<file path="config.mk">
export PLATFORM = sky130hd
export DESIGN_NAME = vga_timing_gen_flat
export DESIGN_NICKNAME = d
export VERILOG_FILES = /design/src/rtl/vga_pkg.sv /design/src/rtl/vga_timing_gen_if.sv /design/src/rtl/vga_timing_gen_sig_delay.sv /design/src/rtl/vga_timing_gen.sv /design/src/flat_wrapper.sv
export SDC_FILE = /design/constraint.sdc
export NUM_CORES = 1
export LEC_CHECK = 0
export ABC_AREA = 1
export CAP_MARGIN = 30
export CORE_MARGIN = 5
export CORE_UTILIZATION = 50
export CTS_CLUSTER_SIZE = 40
export DETAILED_ROUTE_END_ITERATION = 8
export PLACE_DENSITY = 0.82
export REMOVE_ABC_BUFFERS = 1
export SLEW_MARGIN = 15
export SYNTH_ARGS = -nofsm -noshare
export SYNTH_HDL_FRONTEND = slang
export SYNTH_HIERARCHICAL = 1
export SYNTH_SLANG_ARGS = --single-unit
export TNS_END_PERCENT = 50
</file>
<file path="constraint.sdc">
create_clock -name clk -period 3 [get_ports clk]
set_input_delay 0.6 -clock clk [delete_from_list [all_inputs] [get_ports clk]]
set_output_delay 0.6 -clock clk [all_outputs]
set_load 0.01 [all_outputs]
</file>
<file path="src/rtl/vga_pkg.sv">
// Shared video timing definitions: default 640x480@60 raster numbers, coordinate
// width and the stage-0 sync/active bundle used by the timing generator.
package vga_pkg;

    localparam int COORD_W = 10;
    localparam int FRAME_W = 16;

    localparam int H_ACTIVE_DEF = 640;
    localparam int H_FP_DEF     = 16;
    localparam int H_SYNC_DEF   = 96;
    localparam int H_BP_DEF     = 48;
    localparam int V_ACTIVE_DEF = 480;
    localparam int V_FP_DEF     = 10;
    localparam int V_SYNC_DEF   = 2;
    localparam int V_BP_DEF     = 33;

    typedef logic [COORD_W-1:0] coord_t;
    typedef logic [FRAME_W-1:0] frame_t;

    typedef struct packed {
        logic act;
        logic hs;
        logic vs;
    } stage_t;

    function automatic int h_tot(int act, int fp, int sync, int bp);
        return act + fp + sync + bp;
    endfunction

    function automatic int v_tot(int act, int fp, int sync, int bp);
        return act + fp + sync + bp;
    endfunction

endpackage

</file>
<file path="src/rtl/vga_timing_gen_if.sv">
// Raster bundle from the timing generator to sprite engines, mixer and DAC pins.
interface vga_timing_gen_if;
    import vga_pkg::*;

    coord_t spx;
    coord_t spy;
    logic   frame_start;
    frame_t frame_cnt;
    logic   active;
    logic   vga_hs;
    logic   vga_vs;
    logic   vga_blank;
    logic   vga_sync;

    modport master (
        output spx, spy, frame_start, frame_cnt,
        output active, vga_hs, vga_vs, vga_blank, vga_sync
    );

    modport slave (
        input spx, spy, frame_start, frame_cnt,
        input active, vga_hs, vga_vs, vga_blank, vga_sync
    );

endinterface

</file>
<file path="src/rtl/vga_timing_gen_sig_delay.sv">
// D-stage registered delay line; every stage resets to RST_VAL so the output is
// at its idle level throughout reset and until real data has propagated.
module sig_delay #(
    parameter int             W       = 1,
    parameter int             D       = 1,
    parameter logic [W-1:0]   RST_VAL = '0
) (
    input  logic         clk,
    input  logic         reset,
    input  logic [W-1:0] din,
    output logic [W-1:0] dout
);

    logic [D-1:0][W-1:0] pipe_q, pipe_d;

    always_comb begin
        pipe_d    = pipe_q;
        pipe_d[0] = din;
        for (int i = 1; i < D; i++) pipe_d[i] = pipe_q[i-1];
    end

    always_ff @(posedge clk or posedge reset) begin
        if (reset) pipe_q <= {D{RST_VAL}};
        else       pipe_q <= pipe_d;
    end

    assign dout = pipe_q[D-1];

endmodule

</file>
<file path="src/rtl/vga_timing_gen.sv">
// VGA raster generator: pixel/line counters, frame pulse/counter, and sync/active
// delayed to line up with the mixer's registered RGB.
module vga_timing_gen
    import vga_pkg::*;
#(
    parameter int H_ACTIVE = H_ACTIVE_DEF,
    parameter int H_FP     = H_FP_DEF,
    parameter int H_SYNC   = H_SYNC_DEF,
    parameter int H_BP     = H_BP_DEF,
    parameter int V_ACTIVE = V_ACTIVE_DEF,
    parameter int V_FP     = V_FP_DEF,
    parameter int V_SYNC   = V_SYNC_DEF,
    parameter int V_BP     = V_BP_DEF,
    parameter bit SYNC_POL = 1'b0,
    parameter int PIPE_DLY = 2
) (
    input  logic              clk,
    input  logic              reset,
    vga_timing_gen_if.master  vif
);

    localparam int     H_TOT  = h_tot(H_ACTIVE, H_FP, H_SYNC, H_BP);
    localparam int     V_TOT  = v_tot(V_ACTIVE, V_FP, V_SYNC, V_BP);
    localparam coord_t H_LAST = coord_t'(H_TOT - 1);
    localparam coord_t V_LAST = coord_t'(V_TOT - 1);
    localparam int     HS_BEG = H_ACTIVE + H_FP;
    localparam int     HS_END = H_ACTIVE + H_FP + H_SYNC;
    localparam int     VS_BEG = V_ACTIVE + V_FP;
    localparam int     VS_END = V_ACTIVE + V_FP + V_SYNC;
    localparam stage_t STAGE_IDLE = '{act: 1'b0, hs: ~SYNC_POL, vs: ~SYNC_POL};

    if (PIPE_DLY < 1 || PIPE_DLY > 4) begin : g_bad_dly
        $error("vga_timing_gen: PIPE_DLY must be within 1..4");
    end
    if (H_TOT > (1 << COORD_W) || V_TOT > (1 << COORD_W)) begin : g_bad_tot
        $error("vga_timing_gen: raster totals exceed coordinate width");
    end

    coord_t hcnt_q, hcnt_d;
    coord_t vcnt_q, vcnt_d;
    logic   frame_start_q, frame_start_d;
    frame_t frame_cnt_q, frame_cnt_d;
    logic   line_end, frame_end;
    stage_t stage0, stage_dly;

    always_comb begin
        line_end      = (hcnt_q == H_LAST);
        frame_end     = line_end && (vcnt_q == V_LAST);
        hcnt_d        = line_end ? '0 : hcnt_q + coord_t'(1);
        vcnt_d        = vcnt_q;
        if (line_end) vcnt_d = (vcnt_q == V_LAST) ? '0 : vcnt_q + coord_t'(1);
        // Pulse lands in the cycle the counters show (0,0); reset's (0,0) is not a wrap.
        frame_start_d = frame_end;
        frame_cnt_d   = frame_end ? frame_cnt_q + frame_t'(1) : frame_cnt_q;
    end

    always_ff @(posedge clk or posedge reset) begin
        if (reset) begin
            hcnt_q        <= '0;
            vcnt_q        <= '0;
            frame_start_q <= 1'b0;
            frame_cnt_q   <= '0;
        end else begin
            hcnt_q        <= hcnt_d;
            vcnt_q        <= vcnt_d;
            frame_start_q <= frame_start_d;
            frame_cnt_q   <= frame_cnt_d;
        end
    end

    // Polarity is folded in before the delay line so the pins come straight off flops.
    always_comb begin
        stage0.act = (int'(hcnt_q) < H_ACTIVE) && (int'(vcnt_q) < V_ACTIVE);
        stage0.hs  = ((int'(hcnt_q) >= HS_BEG) && (int'(hcnt_q) < HS_END)) ? SYNC_POL : ~SYNC_POL;
        stage0.vs  = ((int'(vcnt_q) >= VS_BEG) && (int'(vcnt_q) < VS_END)) ? SYNC_POL : ~SYNC_POL;
    end

    sig_delay #(
        .W       ($bits(stage_t)),
        .D       (PIPE_DLY),
        .RST_VAL (STAGE_IDLE)
    ) u_dly (
        .clk   (clk),
        .reset (reset),
        .din   (stage0),
        .dout  (stage_dly)
    );

    assign vif.spx         = hcnt_q;
    assign vif.spy         = vcnt_q;
    assign vif.frame_start = frame_start_q;
    assign vif.frame_cnt   = frame_cnt_q;
    assign vif.active      = stage_dly.act;
    assign vif.vga_hs      = stage_dly.hs;
    assign vif.vga_vs      = stage_dly.vs;
    assign vif.vga_blank   = ~stage_dly.act;
    assign vif.vga_sync    = 1'b0;

endmodule

</file>
<file path="src/flat_wrapper.sv">
// flat-port wrapper written by rule: the top's interface ports become plain ports
module vga_timing_gen_flat import vga_pkg::*;
#(
    parameter int H_ACTIVE = H_ACTIVE_DEF,
    parameter int H_FP     = H_FP_DEF,
    parameter int H_SYNC   = H_SYNC_DEF,
    parameter int H_BP     = H_BP_DEF,
    parameter int V_ACTIVE = V_ACTIVE_DEF,
    parameter int V_FP     = V_FP_DEF,
    parameter int V_SYNC   = V_SYNC_DEF,
    parameter int V_BP     = V_BP_DEF,
    parameter bit SYNC_POL = 1'b0,
    parameter int PIPE_DLY = 2
)
  (clk, reset, vif_spx, vif_spy, vif_frame_start, vif_frame_cnt, vif_active, vif_vga_hs, vif_vga_vs, vif_vga_blank, vif_vga_sync);
  vga_timing_gen_if vif_i ();
  input  logic clk;
  input  logic reset;
  output wire logic [$bits(vif_i.spx)-1:0] vif_spx;
  output wire logic [$bits(vif_i.spy)-1:0] vif_spy;
  output wire logic [$bits(vif_i.frame_start)-1:0] vif_frame_start;
  output wire logic [$bits(vif_i.frame_cnt)-1:0] vif_frame_cnt;
  output wire logic [$bits(vif_i.active)-1:0] vif_active;
  output wire logic [$bits(vif_i.vga_hs)-1:0] vif_vga_hs;
  output wire logic [$bits(vif_i.vga_vs)-1:0] vif_vga_vs;
  output wire logic [$bits(vif_i.vga_blank)-1:0] vif_vga_blank;
  output wire logic [$bits(vif_i.vga_sync)-1:0] vif_vga_sync;
  assign vif_spx = vif_i.spx;
  assign vif_spy = vif_i.spy;
  assign vif_frame_start = vif_i.frame_start;
  assign vif_frame_cnt = vif_i.frame_cnt;
  assign vif_active = vif_i.active;
  assign vif_vga_hs = vif_i.vga_hs;
  assign vif_vga_vs = vif_i.vga_vs;
  assign vif_vga_blank = vif_i.vga_blank;
  assign vif_vga_sync = vif_i.vga_sync;
  vga_timing_gen #(.H_ACTIVE(H_ACTIVE), .H_FP(H_FP), .H_SYNC(H_SYNC), .H_BP(H_BP), .V_ACTIVE(V_ACTIVE), .V_FP(V_FP), .V_SYNC(V_SYNC), .V_BP(V_BP), .SYNC_POL(SYNC_POL), .PIPE_DLY(PIPE_DLY)) u_core (.clk(clk), .reset(reset), .vif(vif_i));
endmodule
</file>
# == Word level (Yosys, flattened, before mapping) ==
# Index checks and enable logic that the tools add are counted.
# word_totals
ramBits,0
register_bits,43
romBits,0
output_inout_bits,42
inputBits,2
n_memories,0
latch_bits,0
wordCells,26
# op_classes
bitwise,1
reduce_logical,4
magnitude_cmp,6
div_mod_pow,0
eq_ne,2
muxes,4
n_shift,0
multipliers,0
n_addsub,3
# ops
cell,count
$add 10x1->10 const B,2
$eq 10x10->1 const B,2
$lt 10x10->1 const B,2
$lt 10x9->1 const B,2
$mux 10,2
$add 16x1->16 const B,1
$ge 10x10->1 const B,1
$ge 10x9->1 const B,1
$logic_and 1x1->1,4
$mux 1,2
$not 1->1,1

# == Logic depth before layout (Yosys ltp) ==
# depth
word_depth,3
ltp_mapped,9
depth_no_buf,8

# == Cells and area by module ==
# Netlist, hierarchy kept.
# by_module_without_submodules
module,seq_area_each_um2,cells_per_inst,instances,area_each_um2
vga_timing_gen,925.9,296,1,2274.7
sig_delay,155.1,7,1,158.9

# == Worst setup path before layout ==
# OpenSTA, ideal clock, no wires.
# synth_timing
path_kind,register to register
start,register u_core.vcnt_q[0] (netlist: u_core/vif.spy[0])
end,register u_core.frame_cnt_q[7] (netlist: u_core/vif.frame_cnt[7])
required_ps,2926
period_less_slack_ps,1590
setup_ps,74
arrival_ps,1516
setup_slack_ps,1410
n_path_buf,1
stages_incl_launch_ff,10
path_cell_list,dfrtp_1 inv_1 ha_1 nand3_1 nor2_1 nand2_2 nor2_4 buf_6 nand2_2 o21ai_2
# synth_between
elab_chain_cells,2
# synth_lines
element,line_no,text
from (decl),vga_timing_gen.sv:40,"coord_t vcnt_q, vcnt_d;"
from (signal assigned),vga_timing_gen.sv:65,vcnt_q <= vcnt_d;
$eq 10x10->1,vga_timing_gen.sv:48,frame_end = line_end && (vcnt_q == V_LAST);
$logic_and 1x1->1,vga_timing_gen.sv:48,
to (signal assigned),vga_timing_gen.sv:67,frame_cnt_q <= frame_cnt_d;
to (decl),vga_timing_gen.sv:42,"frame_t frame_cnt_q, frame_cnt_d;"
# No other way between the ends.
# A chain may end at the register's enable or synchronous reset.

# == Worst setup path in the final report ==
# layout_timing
start,register u_core.hcnt_q[5] (netlist: u_core/vif.spx[5])
end,output vif_spx[5]
# layout_rtl
element,line_no,text
from (decl),vga_timing_gen.sv:39,"coord_t hcnt_q, hcnt_d;"
from (signal assigned),vga_timing_gen.sv:64,hcnt_q <= hcnt_d;
to (decl),flat_wrapper.sv:19,output wire logic [$bits(vif_i.spx)-1:0] vif_spx;
# No word-level cell between the ends.

==> flow_metrics.py <==
metrics = {
    "status": {
        "status": "finished, final reports clean",
    },
    "clock_tree": {
        "root_buffer": "clkbuf_8",
        "cts_hold_buf": 0,
        "ctsHtreeMaxLevel": 2,
        "clk_pin_slew_worst_paths_ns": 0.09,
        "cts_sinks": 43,
        "cts_tree": "yes",
        "post_cts_buffers": 0,
        "cts_max_path_buffers": 2,
        "cts_buffers": 5,
        "clk_latency_ns": 0.30,
        "cts_resized": 0,
    },
    "worst_setup_path": {
        "r2r_cells": 8,
        "crit_chain": "clkdlybuf4s50_1",
        "r2r_start": "u_core/vif.spy[0]$_DFFE_PP0N_",
        "rr_endpoint": "u_core/vif.frame_cnt[14]$_DFFE_PP0P_",
        "cp.required_ns": 2.40,
        "endpoint_kind": "output pin",
        "cpPeakStageDelay_ns": 0.61,
        "crit_family": "buffers and inverters",
        "crit_arrival_ns": 1.46,
        "crit_type": "reg2out",
        "r2r_slack_ns": 1.01,
        "cp_num_buf_inv": 1,
        "cpMaxStageDelayCell": "clkdlybuf4s50_1",
        "worst-path-max-fanout": 9,
        "worst_setup_path_start_kind": "flip-flop",
    },
    "floorplan": {
        "die_x_um": 79.77,
        "core_sq_um": 4723,
        "fp.dieArea_sq_um": 6362,
        "initial_utilization": 0.5152,
        "rows": 25,
        "die_y_um": 79.77,
        "pin_count": 44,
    },
    "sta": {
        "max_slew_margin": 0.5890,
        "worstMarginPinSlew_ns": 0.6150,
        "setup_viol": 0,
        "skew_ns": 0.002941,
        "tns_ns": 0,
        "report.final.slew_viol_count": 0,
        "period_needed_ns": 2.060,
        "timing.final.crit_share": 0.6868,
        "hold_viol": 0,
        "timing.fmax_mhz": 485.3,
        "rsz0062_at_grt": "no",
    },
    "global_routing": {
        "overflow": 0,
        "grt_max_degree": 38,
        "antenna_found_initial": 0,
        "grt_pass1_wl_um": 9128,
        "grtUsageTotal": 0.1792,
        "grt_pass1_vias": 2119,
    },
    "layout": {
        "nets": 354,
        "final_cell_area_sq_um": 3008,
        "drive_gt1_frac": 0.1236,
        "fin_cells": 415,
        "final_cell_mix": "nand2_1, clkdlybuf4s50_1, dfrtp_1, inv_1, nor2_1",
        "mostFrequentLayoutCell": "nand2_1",
        "n_antenna_cell": 0,
        "area_growth_pct": 23.60,
        "fill_cells": 421,
    },
    "synth": {
        "postSynthCellCount": 303,
        "synth.distinct_cells": 30,
        "synth_warnings": 6,
        "synth_area_per_cell_sq_um": 8.032,
        "synth_area_leaders": "dfrtp_1, nand2_1, inv_1, nor2_1, nand3_1",
        "synth_sequential_area_ratio": 0.4442,
        "yosysTopAreaCellShare": 0.4010,
        "syn_area_sq_um": 2434,
        "ys_ff_latch": 43,
        "yosys.area.top_type": "dfrtp_1",
    },
    "run": {
        "drv_cap": 0,
    },
    "power_and_ir_drop": {
        "p_clk_frac": 0.439,
        "switching_power_uw": 223.2,
        "power_leakage_uw": 0.001305,
        "power_frac_comb": 0.013,
        "power_frac_seq": 0.548,
        "switching_share": 0.2111,
        "vdd_drop_max_mv": 0.2776,
        "internal-power_uw": 833.9,
        "cellPowerDensity_nw_per_um2": 351.4,
    },
    "drt": {
        "drc": 0,
        "vias": 2131,
        "drtIter0Drc": 122,
        "drtPass1Iterations": 4,
        "ant_nets": 0,
        "wirelength_um": 5224,
        "wl_per_cell_um": 12.59,
        "vias_per_cell": 5.135,
    },
    "hold_path": {
        "min_to": "u_core/u_dly/dout[2]$_DFF_PP0_",
        "worstHoldPathCells": 0,
        "hp-class": "reg2reg",
        "worstHoldStart": "u_core/u_dly/pipe_d[5]$_DFF_PP0_",
    },
    "place": {
        "dp_hpwl_um": 3784,
        "port_buffers": 42,
        "gp_congestion": 0.8750,
        "dpl.cell_count": 407,
        "placed_area_sq_um": 2892,
    },
}
==> kinds of logic after synthesis <==
kind of cell,synth area share
compound gates,0.06632
simple gates,0.3275
buf+inv,0.08071
xor+xnor,0.05399
other cells,0.001541
flops,0.4442
fa+ha+maj,0.02571
==> worst max path at each step <==
stage,startpoint,to,depth (start not counted)
6_report,u_core/vif.spx[5]$_DFF_PP0_,vif_spx[5],1
5_1_grt,u_core/vif.spy[0]$_DFFE_PP0N_,u_core/vif.frame_cnt[0]$_DFFE_PP0P_,8
4_1_cts,u_core/vif.spx[5]$_DFF_PP0_,vif_spx[5],1
3_5_place_dp,u_core/vif.spy[0]$_DFFE_PP0N_,u_core/vif.frame_cnt[10]$_DFFE_PP0P_,8
3_3_place_gp,u_core/vif.spy[0]$_DFFE_PP0N_,u_core/vif.frame_cnt[1]$_DFFE_PP0P_,8
2_1_floorplan,u_core/vif.spy[0]$_DFFE_PP0N_,u_core/vif.frame_cnt[0]$_DFFE_PP0P_,8
==> per-layer routing <==
| layer | track usage | share of wire | up-vias |
|---|---|---|---|
| li1 | - | - | 1046 |
| met4 | 0.06081 | 0.010 | 0 |
| met2 | 0.3047 | 0.49 | 62 |
| met3 | 0.04063 | 0.048 | 8 |
| met5 | 0 | 0 | - |
| met1 | 0.2243 | 0.46 | 1015 |
==> layout make-up <==
type / instances / area, sq um / area share
Clock buffer: 5 / 68.82 / 0.02288
Clock inverter: 3 / 47.55 / 0.01581
Inverter: 38 / 142.6 / 0.04742
Multi-Input combinational cell: 216 / 1156 / 0.3844
Sequential cell: 43 / 1081 / 0.3594
Tap cell: 67 / 83.83 / 0.02787
Timing Repair Buffer: 43 / 427.9 / 0.1423
==> power groups by stage <==
stage / combinational (uW) / clock (uW) / sequential [uW]
2_1_floorplan: 9.12 / 0 / 591
3_3_place_gp: 14.9 / 0 / 591
3_5_place_dp: 15.2 / 0 / 591
4_1_cts: 15.0 / 480 / 579
5_1_grt: 16.9 / 510 / 579
6_report: 14.0 / 464 / 579
==> state kept, by name, indices dropped and copies added (netlist names) <==
| register | flops |
|---|---|
| u_core/u_dly/pipe_d | 3 |
| u_core/vif.frame_start | 1 |
| u_core/vif.spx | 10 |
| u_core/vif.frame_cnt | 16 |
| u_core/u_dly/dout | 3 |
| u_core/vif.spy | 10 |
==> metrics by stage <==
step	utilization	worst slack [ns]	hold slack, ns	total power, uW
2_1_floorplan	-	1.227	0.3312	599.8
3_3_place_gp	0.6122	1.117	0.3348	605.5
3_5_place_dp	0.6122	1.021	0.3355	605.8
4_1_cts	0.6368	0.9255	0.3561	1075
5_1_grt	0.6368	0.7744	0.3625	1107
6_report	0.6368	0.9395	0.3547	1057
==> cells in the mapped netlist <==
cell type   n
a21oi_1     3
a31o_2      1
buf_2       1
buf_4       2
buf_6       3
conb_1      1
dfrtp_1    39
dfstp_2     4
ha_1        5
inv_1      37
inv_2       1
nand2_1    82
nand2_2     9
nand3_1    22
nand3_2     2
nand3_4     1
nand3b_1    1
nand4_1    11
nor2_1     30
nor2_2      2
nor2_4      2
nor3_1      5
nor3_4      1
nor3b_1     1
nor4_1      1
o21ai_0    10
o21ai_2    10
or2_2       1
xnor2_1     6
xor2_1      9
Power figures use the tool's default switching activity.
